### src/rtl/dpe_ingress_arbiter.sv
`default_nettype none
// ============================================================================
// Module   : dpe_ingress_arbiter
// Purpose  : Packet-granular arbiter sharing the DPE datapath between the CPU
//            (source 0) and the Ethernet ingress streams (sources 1..N_SRC-1).
//            One source is granted per packet and the grant is held until
//            that packet's tlast beat handshakes. Also provides the FCR
//            pause/idle handshake towards CSR.
// Ports    : clk        - datapath clock
//            rst        - synchronous reset, active-high
//            pause      - stop granting new packets
//            in_tvalid  - per-source tvalid
//            in_tlast   - per-source tlast
//            out_tready - tready of the muxed stream
//            grant      - one-hot grant (per-source tready gating)
//            grant_idx  - binary index of the granted source
//            grant_vld  - a packet grant is active
//            idle       - no packet in flight
//            oversize   - 1-cycle pulse when a packet reaches MAX_BEATS beats
// Config   : DPE_ARB_CPU_PRIO_EN - when defined, source 0 wins every
//            arbitration; sources 1..N_SRC-1 round-robin among themselves.
// Revision : 1.0 - initial release
// ============================================================================
module dpe_ingress_arbiter #(
   parameter int N_SRC     = 5,
   parameter int MAX_BEATS = 2048
) (
   input  logic                       clk,
   input  logic                       rst,
   input  logic                       pause,
   input  logic [N_SRC-1:0]           in_tvalid,
   input  logic [N_SRC-1:0]           in_tlast,
   input  logic                       out_tready,
   output logic [N_SRC-1:0]           grant,
   output logic [$clog2(N_SRC)-1:0]   grant_idx,
   output logic                       grant_vld,
   output logic                       idle,
   output logic                       oversize
);

   localparam int IW = $clog2(N_SRC);
   localparam int PW = IW + 1;                 // scan position needs headroom before wrap
   localparam int CW = $clog2(MAX_BEATS + 1);

   localparam logic [0:0]    c_ST_IDLE  = 1'b0;
   localparam logic [0:0]    c_ST_BUSY  = 1'b1;
   localparam logic [IW-1:0] c_LAST_IDX = IW'(N_SRC - 1);
   localparam logic [PW-1:0] c_NSRC_P   = PW'(N_SRC);
   localparam logic [CW-1:0] c_MAX_CNT  = CW'(MAX_BEATS);
   localparam logic [CW-1:0] c_PRE_MAX  = CW'(MAX_BEATS - 1);
`ifdef DPE_ARB_CPU_PRIO_EN
   localparam logic [IW-1:0] c_RR_WRAP   = IW'(1);   // rr pointer never rests on the CPU
   localparam logic [PW-1:0] c_NSRC_M1_P = PW'(N_SRC - 1);
`else
   localparam logic [IW-1:0] c_RR_WRAP   = '0;
`endif

   logic [0:0]       r_state, w_state_nxt;
   logic [N_SRC-1:0] r_grant, w_grant_nxt;
   logic [IW-1:0]    r_grant_idx, w_grant_idx_nxt;
   logic             r_grant_vld, w_grant_vld_nxt;
   logic             r_idle;
   logic             r_oversize, w_oversize_nxt;
   logic [IW-1:0]    r_rr_ptr, w_rr_ptr_nxt;
   logic [CW-1:0]    r_beat_cnt, w_beat_cnt_nxt;

   logic             w_beat, w_last_beat, w_rearb;
   logic [IW-1:0]    w_rr_next, w_scan_base, w_arb_idx;
   logic [PW-1:0]    w_scan_pos;
   logic             w_arb_found;

   assign w_beat      = r_grant_vld & out_tready & in_tvalid[r_grant_idx];
   assign w_last_beat = w_beat & in_tlast[r_grant_idx];
   assign w_rearb     = ~pause & w_arb_found;

   // Round-robin pointer that takes effect once the current packet ends.
   always_comb begin
      if (r_grant_idx == c_LAST_IDX) w_rr_next = c_RR_WRAP;
      else                           w_rr_next = r_grant_idx + 1'b1;
   end

   // Request scan. In BUSY the scan starts from the post-packet pointer so a
   // back-to-back grant on the tlast beat already honours the rotation; the
   // finishing source stays eligible but is scanned last.
   always_comb begin
      w_scan_base = (r_state == c_ST_BUSY) ? w_rr_next : r_rr_ptr;
      w_arb_found = 1'b0;
      w_arb_idx   = '0;
      w_scan_pos  = '0;
`ifdef DPE_ARB_CPU_PRIO_EN
      if (w_scan_base == '0) w_scan_base = c_RR_WRAP;
      if (in_tvalid[0]) begin
         w_arb_found = 1'b1;
      end else begin
         for (int off = 0; off < N_SRC - 1; off++) begin
            w_scan_pos = {1'b0, w_scan_base} + PW'(off);
            if (w_scan_pos >= c_NSRC_P) w_scan_pos = w_scan_pos - c_NSRC_M1_P;
            if (!w_arb_found && in_tvalid[w_scan_pos[IW-1:0]]) begin
               w_arb_found = 1'b1;
               w_arb_idx   = w_scan_pos[IW-1:0];
            end
         end
      end
`else
      for (int off = 0; off < N_SRC; off++) begin
         w_scan_pos = {1'b0, w_scan_base} + PW'(off);
         if (w_scan_pos >= c_NSRC_P) w_scan_pos = w_scan_pos - c_NSRC_P;
         if (!w_arb_found && in_tvalid[w_scan_pos[IW-1:0]]) begin
            w_arb_found = 1'b1;
            w_arb_idx   = w_scan_pos[IW-1:0];
         end
      end
`endif
   end

   // State register (outputs are registered alongside the state).
   always_ff @(posedge clk) begin
      if (rst) begin
         r_state     <= c_ST_IDLE;
         r_grant     <= '0;
         r_grant_idx <= '0;
         r_grant_vld <= 1'b0;
         r_idle      <= 1'b1;
         r_oversize  <= 1'b0;
         r_rr_ptr    <= '0;
         r_beat_cnt  <= '0;
      end else begin
         r_state     <= w_state_nxt;
         r_grant     <= w_grant_nxt;
         r_grant_idx <= w_grant_idx_nxt;
         r_grant_vld <= w_grant_vld_nxt;
         r_idle      <= ~w_grant_vld_nxt;
         r_oversize  <= w_oversize_nxt;
         r_rr_ptr    <= w_rr_ptr_nxt;
         r_beat_cnt  <= w_beat_cnt_nxt;
      end
   end

   // Next-state logic.
   always_comb begin
      w_state_nxt = r_state;
      case (r_state)
         c_ST_IDLE: if (w_rearb) w_state_nxt = c_ST_BUSY;
         c_ST_BUSY: if (w_last_beat && !w_rearb) w_state_nxt = c_ST_IDLE;
         default:   w_state_nxt = c_ST_IDLE;
      endcase
   end

   // Output / datapath next values.
   always_comb begin
      w_grant_nxt     = r_grant;
      w_grant_idx_nxt = r_grant_idx;
      w_grant_vld_nxt = r_grant_vld;
      w_rr_ptr_nxt    = r_rr_ptr;
      w_beat_cnt_nxt  = r_beat_cnt;
      w_oversize_nxt  = 1'b0;
      case (r_state)
         c_ST_IDLE: begin
            if (w_rearb) begin
               w_grant_nxt     = N_SRC'(1) << w_arb_idx;
               w_grant_idx_nxt = w_arb_idx;
               w_grant_vld_nxt = 1'b1;
               w_beat_cnt_nxt  = '0;
            end
         end
         c_ST_BUSY: begin
            if (w_beat) begin
               if (r_beat_cnt != c_MAX_CNT) w_beat_cnt_nxt = r_beat_cnt + 1'b1;
               // Only the beat that lands exactly on MAX_BEATS can fire, and
               // saturation keeps it from firing again in the same packet.
               if (!in_tlast[r_grant_idx] && r_beat_cnt == c_PRE_MAX) w_oversize_nxt = 1'b1;
            end
            if (w_last_beat) begin
               w_rr_ptr_nxt   = w_rr_next;
               w_beat_cnt_nxt = '0;
               if (w_rearb) begin
                  w_grant_nxt     = N_SRC'(1) << w_arb_idx;
                  w_grant_idx_nxt = w_arb_idx;
                  w_grant_vld_nxt = 1'b1;
               end else begin
                  w_grant_nxt     = '0;
                  w_grant_vld_nxt = 1'b0;
               end
            end
         end
         default: begin
            w_grant_nxt     = '0;
            w_grant_vld_nxt = 1'b0;
         end
      endcase
   end

   assign grant     = r_grant;
   assign grant_idx = r_grant_idx;
   assign grant_vld = r_grant_vld;
   assign idle      = r_idle;
   assign oversize  = r_oversize;

endmodule
`default_nettype wire
### config.mk
export PLATFORM = sky130hd
export DESIGN_NAME = dpe_ingress_arbiter
export DESIGN_NICKNAME = d
export VERILOG_FILES = /design/src/rtl/dpe_ingress_arbiter.sv
export SDC_FILE = /design/constraint.sdc
export NUM_CORES = 1
export LEC_CHECK = 0
export BUFFER_PORTS_ARGS = -buffer_cell sky130_fd_sc_hd__buf_2
export CAP_MARGIN = 10
export CORE_MARGIN = 2
export CORE_UTILIZATION = 45
export DETAILED_ROUTE_END_ITERATION = 7
export GPL_TIMING_DRIVEN = 1
export PLACE_DENSITY = 0.73
export REMOVE_ABC_BUFFERS = 1
export SYNTH_ARGS = -nofsm -noshare
export SYNTH_HDL_FRONTEND = slang
export SYNTH_SLANG_ARGS = --single-unit
### constraint.sdc
create_clock -name clk -period 8.4 [get_ports clk]
set_clock_uncertainty 0.2 [all_clocks]
set_input_delay 2.52 -clock clk [delete_from_list [all_inputs] [get_ports clk]]
set_output_delay 2.52 -clock clk [all_outputs]
set_load 0.02 [all_outputs]
==> reports/qor.yml, run 1 <==
drt:
  wire_per_inst_um: 15.1
  antenna_left: 0
  met3_length_um: 304
  via_per_inst: 5.98
  route.detailed.drc: 0
  vias: 2380
  wl_met1_mm: 2.60
  wl_met2_mm: 2.93
  top_layer_used: "met4"
  drt-pass1-iter-count: 4
  first_iter_violations: 160
  routed_wirelength_mm: 6.00
global_routing:
  grt_pass1_wl_mm: 10.5
  grt-ovfl-total: 0
  grt_max_degree: 21
  antenna_found_initial: 0
  grt_pass1_vias: 2239
  track_usage: 0.209
power_and_ir_drop:
  intPower_w: 0.000441
  p_sw_frac: 0.519
  clockPowerShare: 0.083
  power.density_mw_per_mm2: 342
  power_w: 0.000915
  ir_worst_vdd_uv: 251
  pwr-share-seq: 0.186
  p_comb_frac: 0.732
  p_leak_nw: 1.03
  power.switching_w: 0.000475
worst_setup_path:
  end_kind: "flop"
  startpoint_type: "flop"
  crit_required_ns: 8.41
  cp.arrival_ns: 5.58
  worst-r2r-cell-count: 16
  crit_type: "flop to flop"
  reg2reg_setup_slack_ns: 2.82
  cp_max_fo: 12
floorplan:
  rows: 27
  floorplan.core_area_mm2: 0.00544
  ios: 25
  die_y_um: 78.6
  dieWidth_um: 78.6
  die_area_mm2: 0.00618
  start_util: 0.461
clock_tree:
  cts.hold.buffers_added: 0
  postCtsSetupBuffers: 0
  cts-resized-gates: 0
  cts.clk_slew.worst_paths_ns: 0.10
  clk_latency_ns: 0.27
  clock_sinks: 27
  cts_tree: "yes"
  cts_made_buffers: 3
  root_buffer: "clkbuf_8"
  clockBufferDepth: 2
  htreeDepth: 1
sta:
  fin_setup_tns_ns: 0
  relSlewSlack: 0.353
  layout_min_cycle_time_ns: 5.58
  hold_viol: 0
  max_freq_mhz: 179
  rsz0062_at_grt: "no"
  worst_pin_slew_ns: 0.965
  fin_crit_sh: 0.664
  whs_ns: 0.249
  setup_viol: 0
  slew_viol_final: 0
  setup_slack_ns: 2.82
layout:
  nNetsFinal: 353
  insertedDiodeCount: 0
  drive_gt1_frac: 0.169
  fillCellCount: 554
  fin_area_mm2: 0.00268
  area_delta_synth_final_pct: 6.84
worst_hold_path:
  hp-class: "flop to flop"
  min_path_cells: 2
synthesis:
  ys_top_cells_by_count: "33 x nand2_1, 32 x nor2_1, 27 x dfxtp_1"
  synth_enable_flop_cells: 0
  yosys.area.top_type: "dfxtp_1"
  synthesis.area_mm2: 0.00250
  netlist_instances: 314
  synth.top_cell.area_share: 0.216
  synthArstFlopShare: 0
  yosys-top-cells-area: "dfxtp_1 22%, mux2i_1 7.6%, ha_1 5.5%"
  synth.distinct_cells: 73
  synth_warnings: 0
  synth-compound-area-share: 0.258
  yosysMostFrequentCell: "nand2_1"
  avgSynthCellArea_um2: 7.98
  synthAdderAreaFrac: 0.0629
  synth_top_family_by_area: "compound AO/OA/AOI/OAI gates"
  muxShareOfSynthArea: 0.103
  synthFlopType: "dfxtp_1"
  ys_seq_area_frac: 0.216
  synthXorXnorAreaFrac: 0.0455
  synth_seq_cells: 27
  synthSimpleGateAreaFrac: 0.252
placed_design:
  post-place-ws_ns: 2.86
  hpwl_mm: 4.51
  dpl_cell_area_mm2: 0.00262
  gpl.final_weighted_congestion: 0.843
  io_buffer_count: 24
run_status:
  status: "completed"
run:
  drv_cap: 0
[layer usage]
layer / global-route usage / vias to the layer above
met3: 0.0230 / 15
li1: - / 1174
met2: 0.351 / 63
met1: 0.266 / 1128
met5: 0 / -
met4: 0.100 / 0
[final timing paths]
| kind | end | from |
|---|---|---|
| min | grant[0]$_SDFFE_PP0P_ | grant[0]$_SDFFE_PP0P_ |
| min reg2reg | grant[0]$_SDFFE_PP0P_ | grant[0]$_SDFFE_PP0P_ |
| max | r_beat_cnt[5]$_SDFFE_PP0P_ | grant_idx[0]$_SDFFE_PP0P_ |
| max reg2reg | r_beat_cnt[5]$_SDFFE_PP0P_ | grant_idx[0]$_SDFFE_PP0P_ |
[placed cells by master (no fill, tap or decap), types with 3 or more instances in the layout]
master    synthesis  routed
nand2_1          33      33
nor2_1           32      32
dfxtp_1          27      27
buf_2             4      24
mux2i_1          19      19
a21oi_1          18      18
inv_1            15      15
xnor2_1          13      13
ha_1             11      11
nand3_1          10      10
nand2b_1          7       7
o21ai_0           7       7
nand4_1           6       6
a211oi_1          5       5
nor3_1            5       5
o32ai_1           5       5
or3_1             4       4
o31ai_1           4       4
nor2b_1           3       3
or2_2             3       3
o211ai_1          3       3
o21ai_1           3       3
a311oi_1          3       3
and3_1            3       3
clkbuf_8          0       3
[logic make-up after synthesis]
logic type / after synthesis
adders and majority gates: 12
AOI/OAI and AO/OA: 81
buffers and inverters: 34
xor gates and xnor gates: 13
and+or+nand+nor: 124
muxes: 23
DFF: 27
[state kept, by name (all words and copies together), names as in the netlist]
register    flops
grant           5
grant_idx       3
grant_vld       1
idle            1
oversize        1
r_beat_cnt     12
r_rr_ptr        3
r_state         1
[layout make-up]
| class | instances | area (um2) | area share |
|---|---|---|---|
| repair buffers | 25 | 125 | 0.0468 |
| multi-input cells | 253 | 1810 | 0.676 |
| flip-flops and latches | 27 | 541 | 0.202 |
| clock inverters | 1 | 7.51 | 0.00281 |
| inverters | 17 | 63.8 | 0.0238 |
| clock buffers | 3 | 41.3 | 0.0154 |
| well taps | 72 | 90.1 | 0.0337 |
[stage by stage]
| stage | instances | util |
|---|---|---|
| 6_report | 398 | 0.492 |
| 5_1_grt | 398 | 0.492 |
| 4_1_cts | 397 | 0.491 |
| 3_5_place_dp | 393 | 0.482 |
| 3_3_place_gp | 393 | 0.482 |
| 2_1_floorplan | 297 | - |
[power groups by stage]
| stage | Combinational (W) | Clock [W] | Sequential (W) |
|---|---|---|---|
| floorplan | 0.000510 | 0 | 0.000187 |
| global placement | 0.000652 | 0 | 0.000171 |
| detailed placement | 0.000664 | 0 | 0.000174 |
| CTS | 0.000666 | 0.0000779 | 0.000170 |
| global route | 0.000749 | 0.0000838 | 0.000175 |
| finish | 0.000670 | 0.0000757 | 0.000170 |
[worst max-delay path, stage by stage, from the launching register on]
cell and delay (ns):
dfxtp_1 0.48, inv_1 0.10, ha_1 0.24, or3b_4 0.43, a31oi_1 0.79, inv_1 0.22, ha_1 0.38, a21oi_1 0.37
or2_2 0.20, mux2i_1 0.06, a222oi_1 0.34, o21ai_0 0.20, nand4bb_2 0.42, o31ai_4 0.57, and2_4 0.28, o21ai_0 0.09
a21oi_1 0.14
Note: power is estimated with default switching activity, not from simulation.
==> run 2: changes to the inputs <==
==> constraint.sdc (replaced) <==
create_clock -name clk -period 5.38 [get_ports clk]
set_clock_uncertainty 0.2 [all_clocks]
set_input_delay 1.614 -clock clk [delete_from_list [all_inputs] [get_ports clk]]
set_output_delay 1.614 -clock clk [all_outputs]
set_load 0.02 [all_outputs]
==> reports/qor.yml, run 2 (synthesis gave the netlist of run 1 again) <==
worst_setup_path:
  reg2reg_setup_slack_ns: 0.56  # -2.27 ns
  cp_max_fo: 14  # +2
  end_kind: "flop"
  cp.arrival_ns: 4.79  # -0.79 ns
  crit_required_ns: 5.35  # -3.06 ns
  startpoint_type: "flop"
  crit_type: "flop to flop"
global_routing:
  grt_pass1_vias: 2142  # -4.3%
  track_usage: 0.203  # -0.00618
  antenna_found_initial: 0  # unchanged
  grt_pass1_wl_mm: 10.2  # -2.8%
  grt-ovfl-total: 0  # unchanged
  grt_max_degree: 17  # -19%
clock_tree:
  root_buffer: "clkbuf_8"
  cts_tree: "yes"
  htreeDepth: 1  # unchanged
  clk_latency_ns: 0.27  # about the same
  clock_sinks: 27  # unchanged
  clockBufferDepth: 2  # unchanged
  cts.clk_slew.worst_paths_ns: 0.10  # about the same
  cts_made_buffers: 3  # unchanged
placed_design:
  hpwl_mm: 4.60  # +1.9%
  gpl.final_weighted_congestion: 0.936  # +11%
  dp.cells: 396  # +0.76%
  io_buffer_count: 24  # unchanged
power_and_ir_drop:
  power.density_mw_per_mm2: 536  # +57%
  ir_worst_vdd_uv: 413  # +65%
  p_leak_nw: 1.04  # +0.80%
layout:
  drive_gt1_frac: 0.177  # +0.00812
  final_cell_mix: "33 x nand2_1, 32 x nor2_1, 27 x dfxtp_1"
  nNetsFinal: 355  # +0.57%
  insertedDiodeCount: 0  # unchanged
  final_common_cell: "nand2_1"
  top_register: "r_beat_cnt"
  instances_no_fill: 400  # +0.50%
  area_delta_synth_final_pct: 7.59
  largest_reg_flops: 12  # unchanged
  final_util: 0.496  # +0.00345
drt:
  first_iter_violations: 130  # -19%
  antenna_left: 0  # unchanged
  vias: 2349  # -1.3%
  routed_wirelength_mm: 6.04  # +0.63%
  drt-pass1-iter-count: 5  # +1
  route.detailed.drc: 0  # unchanged
  via_per_inst: 5.87  # -1.8%
  wire_per_inst_um: 15.1  # +0.13%
sta:
  whs_ns: 0.244  # -0.00524 ns
  fin_crit_sh: 0.897  # +0.233
  setup_viol: 0  # unchanged
  relSlewSlack: 0.556  # +0.203
  layout_min_cycle_time_ns: 4.82  # -0.751 ns
  worst_pin_slew_ns: 0.664  # -0.301 ns
  rsz0062_at_grt: "no"
  slew_viol_final: 0  # unchanged
  max_freq_mhz: 207  # +16%
  fin_setup_tns_ns: 0  # unchanged
  hold_viol: 0  # unchanged
floorplan:
  die_area_mm2: 0.00618  # unchanged
  dieWidth_um: 78.6  # unchanged
  die_y_um: 78.6  # unchanged
  floorplan.core_area_mm2: 0.00544  # unchanged
  start_util: 0.461  # unchanged
  rows: 27  # unchanged
  ios: 25  # unchanged
run_status:
  status: "completed"
run:
  drv_cap: 0  # unchanged
worst_hold_path:
  hp-class: "flop to flop"
run 2: changes by cell type in the layout (fill, tap and decap cells not counted), sizes merged:
cell and change:
buf +3, clkbuf -1
run 2: path summary, 6_finish.rpt:
check,from,to,cells after the start
worst max-delay path,grant_idx[0]$_SDFFE_PP0P_,r_beat_cnt[0]$_SDFFE_PP0P_,14
worst min register to register,grant[0]$_SDFFE_PP0P_,grant[0]$_SDFFE_PP0P_,2
worst max register to register,grant_idx[0]$_SDFFE_PP0P_,r_beat_cnt[0]$_SDFFE_PP0P_,14
worst min-delay path,grant[0]$_SDFFE_PP0P_,grant[0]$_SDFFE_PP0P_,2
run 2: layout make-up:
cell class                 instances  area (um2)
inverter                          17        63.8
multi-input combinational        253        1810
timing repair buffer              27         143
clock inverter                     1        7.51
tap                               72        90.1
clock buffer                       3        41.3
fill                             534        2740
sequential                        27         541
run 2: metrics by stage:
| step | total power [W] | cell area, um2 | setup WS [ns] |
|---|---|---|---|
| global route | 0.00158 | 2700 | 0.0306 |
| finish | 0.00145 | 2700 | 0.556 |
| detailed placement | 0.00132 | 2650 | 0.399 |
| CTS | 0.00144 | 2690 | 0.373 |
| global placement | 0.00129 | 2650 | 0.513 |
| floorplan | 0.00109 | 2410 | 0.296 |
run 2: power breakdown:
group          leakage (nW)  total, W  switching (W)  internal (W)
combinational         0.799   0.00106       0.000649      0.000411
sequential            0.219  0.000266      0.0000352      0.000231
clock                0.0217  0.000119      0.0000662     0.0000526
total                  1.04   0.00145       0.000751      0.000695
run 2: critical path, cell delays in order (launching register included):
cell and delay, ns:
dfxtp_1 0.50, inv_1 0.09, ha_1 0.31, mux2_2 0.36
inv_2 0.19, ha_1 0.62, nand2_1 0.15, or3_1 0.34
o211a_1 0.12, a31oi_2 0.36, or3b_4 0.48, o31ai_4 0.52
and2_4 0.28, xnor2_1 0.11, nor2_1 0.06
run 2: per-layer routing:
| metal | GRT usage | vias to the layer above | routed length (um) |
|---|---|---|---|
| met3 | 0.0230 | 12 | 217 |
| met2 | 0.344 | 62 | 2940 |
| met1 | 0.266 | 1100 | 2740 |
| met4 | 0.0702 | 0 | 144 |
| li1 | - | 1175 | - |
| met5 | 0 | - | 0 |
run 2: timing repair:
item | 4_1_cts | 5_1_grt
gates resized for setup | 0 | 1
setup endpoints to repair | 0 | 9
setup buffers | 0 | 0
hold buffers | 0 | 0
==> run 3: changes to the inputs <==
--- a/config.mk
+++ b/config.mk
@@ -8,10 +8,10 @@
 export BUFFER_PORTS_ARGS = -buffer_cell sky130_fd_sc_hd__buf_2
 export CAP_MARGIN = 10
 export CORE_MARGIN = 2
-export CORE_UTILIZATION = 45
+export CORE_UTILIZATION = 55
 export DETAILED_ROUTE_END_ITERATION = 7
 export GPL_TIMING_DRIVEN = 1
-export PLACE_DENSITY = 0.73
+export PLACE_DENSITY = 0.85
 export REMOVE_ABC_BUFFERS = 1
 export SYNTH_ARGS = -nofsm -noshare
 export SYNTH_HDL_FRONTEND = slang
==> reports/qor.yml, run 3 (synthesis gave the netlist of run 1 again) <==
run_status:
  status: "completed"
sta:
  fin_crit_sh: 0.897  # about the same
  setup_viol: 0  # unchanged
  max_freq_mhz: 207  # about the same
  worst_pin_slew_ns: 0.655  # -0.00949 ns
  rsz0062_at_grt: "no"
  whs_ns: 0.259  # +0.0150 ns
  setup_slack_ns: 0.552  # -0.00324 ns
  hold_viol: 0  # unchanged
  fin_setup_tns_ns: 0  # unchanged
  layout_min_cycle_time_ns: 4.83  # +0.00324 ns
  relSlewSlack: 0.563  # +0.00635
  slew_viol_final: 0  # unchanged
floorplan:
  rows: 24  # -11%
  ios: 25  # unchanged
  die_y_um: 71.5  # -9.1%
  floorplan.core_area_mm2: 0.00438  # -19%
  dieWidth_um: 71.5  # -9.1%
  die_area_mm2: 0.00511  # -17%
  start_util: 0.571  # +0.111
layout:
  ff_latch_area_um2: 541  # unchanged
  fillCellCount: 387  # -28%
  nNetsFinal: 356  # +0.28%
  largest_reg_flops: 12  # unchanged
  insertedDiodeCount: 0  # unchanged
  final_common_cell: "nand2_1"
  top_register: "r_beat_cnt"
  final_cell_mix: "33 x nand2_1, 32 x nor2_1, 27 x dfxtp_1"
  multiInputGateArea_mm2: 0.00181  # about the same
  area_delta_synth_final_pct: 6.59
  drive_gt1_frac: 0.173  # -0.00358
clock_tree:
  htreeDepth: 1  # unchanged
  root_buffer: "clkbuf_8"
  cts_made_buffers: 3  # unchanged
  postCtsSetupBuffers: 0  # unchanged
  cts.hold.buffers_added: 0  # unchanged
  cts.clk_slew.worst_paths_ns: 0.08  # -0.02 ns
  clk_latency_ns: 0.27  # about the same
  cts_tree: "yes"
  cts-resized-gates: 0  # unchanged
  clock_sinks: 27  # unchanged
  clockBufferDepth: 2  # unchanged
global_routing:
  grt_pass1_wl_mm: 10.3  # +1.2%
  track_usage: 0.245  # +0.0422
  grt-ovfl-total: 0  # unchanged
  grt_max_degree: 17  # unchanged
  antenna_found_initial: 0  # unchanged
  grt_pass1_vias: 2223  # +3.8%
power_and_ir_drop:
  p_sw_frac: 0.516  # -0.00322
  power.switching_w: 0.000743  # -0.97%
  power_w: 0.00144  # -0.36%
  p_leak_nw: 1.05  # +0.59%
  p_comb_frac: 0.737  # +0.003
  intPower_w: 0.000697  # +0.31%
  ir_worst_vdd_uv: 322  # -22%
  pwr-share-seq: 0.185  # about the same
  power.density_mw_per_mm2: 539  # +0.58%
  clockPowerShare: 0.078  # -0.004
drt:
  wire_per_inst_um: 15.8  # +4.4%
  first_iter_violations: 275  # +110%
  via_per_inst: 6.36  # +8.3%
  met3_length_um: 338  # +56%
  top_layer_used: "met4"
  drt-pass1-iter-count: 5  # unchanged
  antenna_left: 0  # unchanged
  wl_met1_mm: 2.63  # -3.9%
  vias: 2423  # +3.2%
  wl_met2_mm: 2.90  # -1.2%
  route.detailed.drc: 0  # unchanged
  routed_wirelength_mm: 6.00  # -0.60%
worst_setup_path:
  r2r_end: "grant[3]$_SDFFE_PP0P_"
  timing.rr.start: "grant_idx[0]$_SDFFE_PP0P_"
  cp_max_fo: 12  # -2
  worst-r2r-cell-count: 16  # +2
  reg2reg_setup_slack_ns: 0.55  # about the same
  crit_type: "flop to flop"
  slowest_delay_ns: 0.60  # -0.02 ns
  crit_chain: "inv_1 -> ha_1 -> or3b_4 -> a31oi_1 -> inv_1 -> ha_1 -> a21oi_1 -> or2_2 -> mux2i_1 -> a222oi_1 -> o21ai_0 -> nand4bb_2 -> o31ai_4 -> and2_1 -> nand2_1 -> o31ai_1"
  crit_family: "compound AO/OA/AOI/OAI gates"
  startpoint_type: "flop"
  end_kind: "flop"
  cp-startpoint: "grant_idx[0]$_SDFFE_PP0P_"
  cp.arrival_ns: 4.81  # +0.02 ns
  cpMaxStageDelayCell: "o31ai_4"
  worst-path-buf-inv: 2  # unchanged
  crit_required_ns: 5.36  # about the same
  crit_path_end: "grant[3]$_SDFFE_PP0P_"
  cp.depth: 16  # +2
placed_design:
  hpwl_mm: 4.47  # -2.7%
  io_buffer_count: 24  # unchanged
  gpl.final_weighted_congestion: 0.902  # -3.7%
  post-place-ws_ns: 0.606  # +0.207 ns
worst_hold_path:
  hp-class: "flop to flop"
run:
  drv_cap: 0  # unchanged
## run 3: changes by cell type in the layout (fill, tap and decap cells not counted)
cell,previous run,this run
clkbuf_1,0,1
clkinvlp_4,1,0
a21o_1,1,2
a21o_2,1,0
buf_2,24,25
## run 3: area by class of cell
type / count / area share
multi-input cells: 253 / 0.677
flip-flops and latches: 27 / 0.202
repair buffers: 28 / 0.0553
well taps: 52 / 0.0244
inverters: 17 / 0.0239
clock buffers: 4 / 0.0169
## run 3: power groups by stage
stage	registers, W	logic, W	clock network, W
after floorplan	0.000293	0.000797	0
after global placement	0.000269	0.00101	0
after detailed placement	0.000270	0.00105	0
after CTS	0.000266	0.00105	0.000114
after global routing	0.000272	0.00117	0.000123
final	0.000267	0.00106	0.000113
## run 3: tightest hold or removal path, stage by stage (launching register included)
cell and delay (ns):
dfxtp_1 0.33, nand2_1 0.05, o21ai_0 0.05
## run 3: layer usage
layer  vias to the layer above  global-route usage
li1                       1176                   -
met1                      1145               0.330
met2                        88               0.413
met3                        14              0.0366
met4                         0              0.0629
met5                         -                   0
## run 3: how the worst min path moves through the flow
stage / start / to / slack [ns] / cells after the start
6_report: grant[4]$_SDFFE_PP0P_ / grant[4]$_SDFFE_PP0P_ / 0.26 / 2
3_5_place_dp: grant[4]$_SDFFE_PP0P_ / grant[4]$_SDFFE_PP0P_ / 0.24 / 2
3_3_place_gp: grant[0]$_SDFFE_PP0P_ / grant[0]$_SDFFE_PP0P_ / 0.23 / 2
5_1_grt: grant[1]$_SDFFE_PP0P_ / grant[1]$_SDFFE_PP0P_ / 0.29 / 2
2_1_floorplan: r_rr_ptr[0]$_SDFFE_PP0P_ / r_rr_ptr[0]$_SDFFE_PP0P_ / 0.25 / 2
4_1_cts: grant[0]$_SDFFE_PP0P_ / grant[0]$_SDFFE_PP0P_ / 0.26 / 2
## run 3: through the flow
step,cell area (um2),util,std cells
6_report,2670,0.609,381
5_1_grt,2670,0.609,381
4_1_cts,2670,0.608,380
3_5_place_dp,2620,0.598,376
3_3_place_gp,2620,0.598,376
2_1_floorplan,2410,-,297
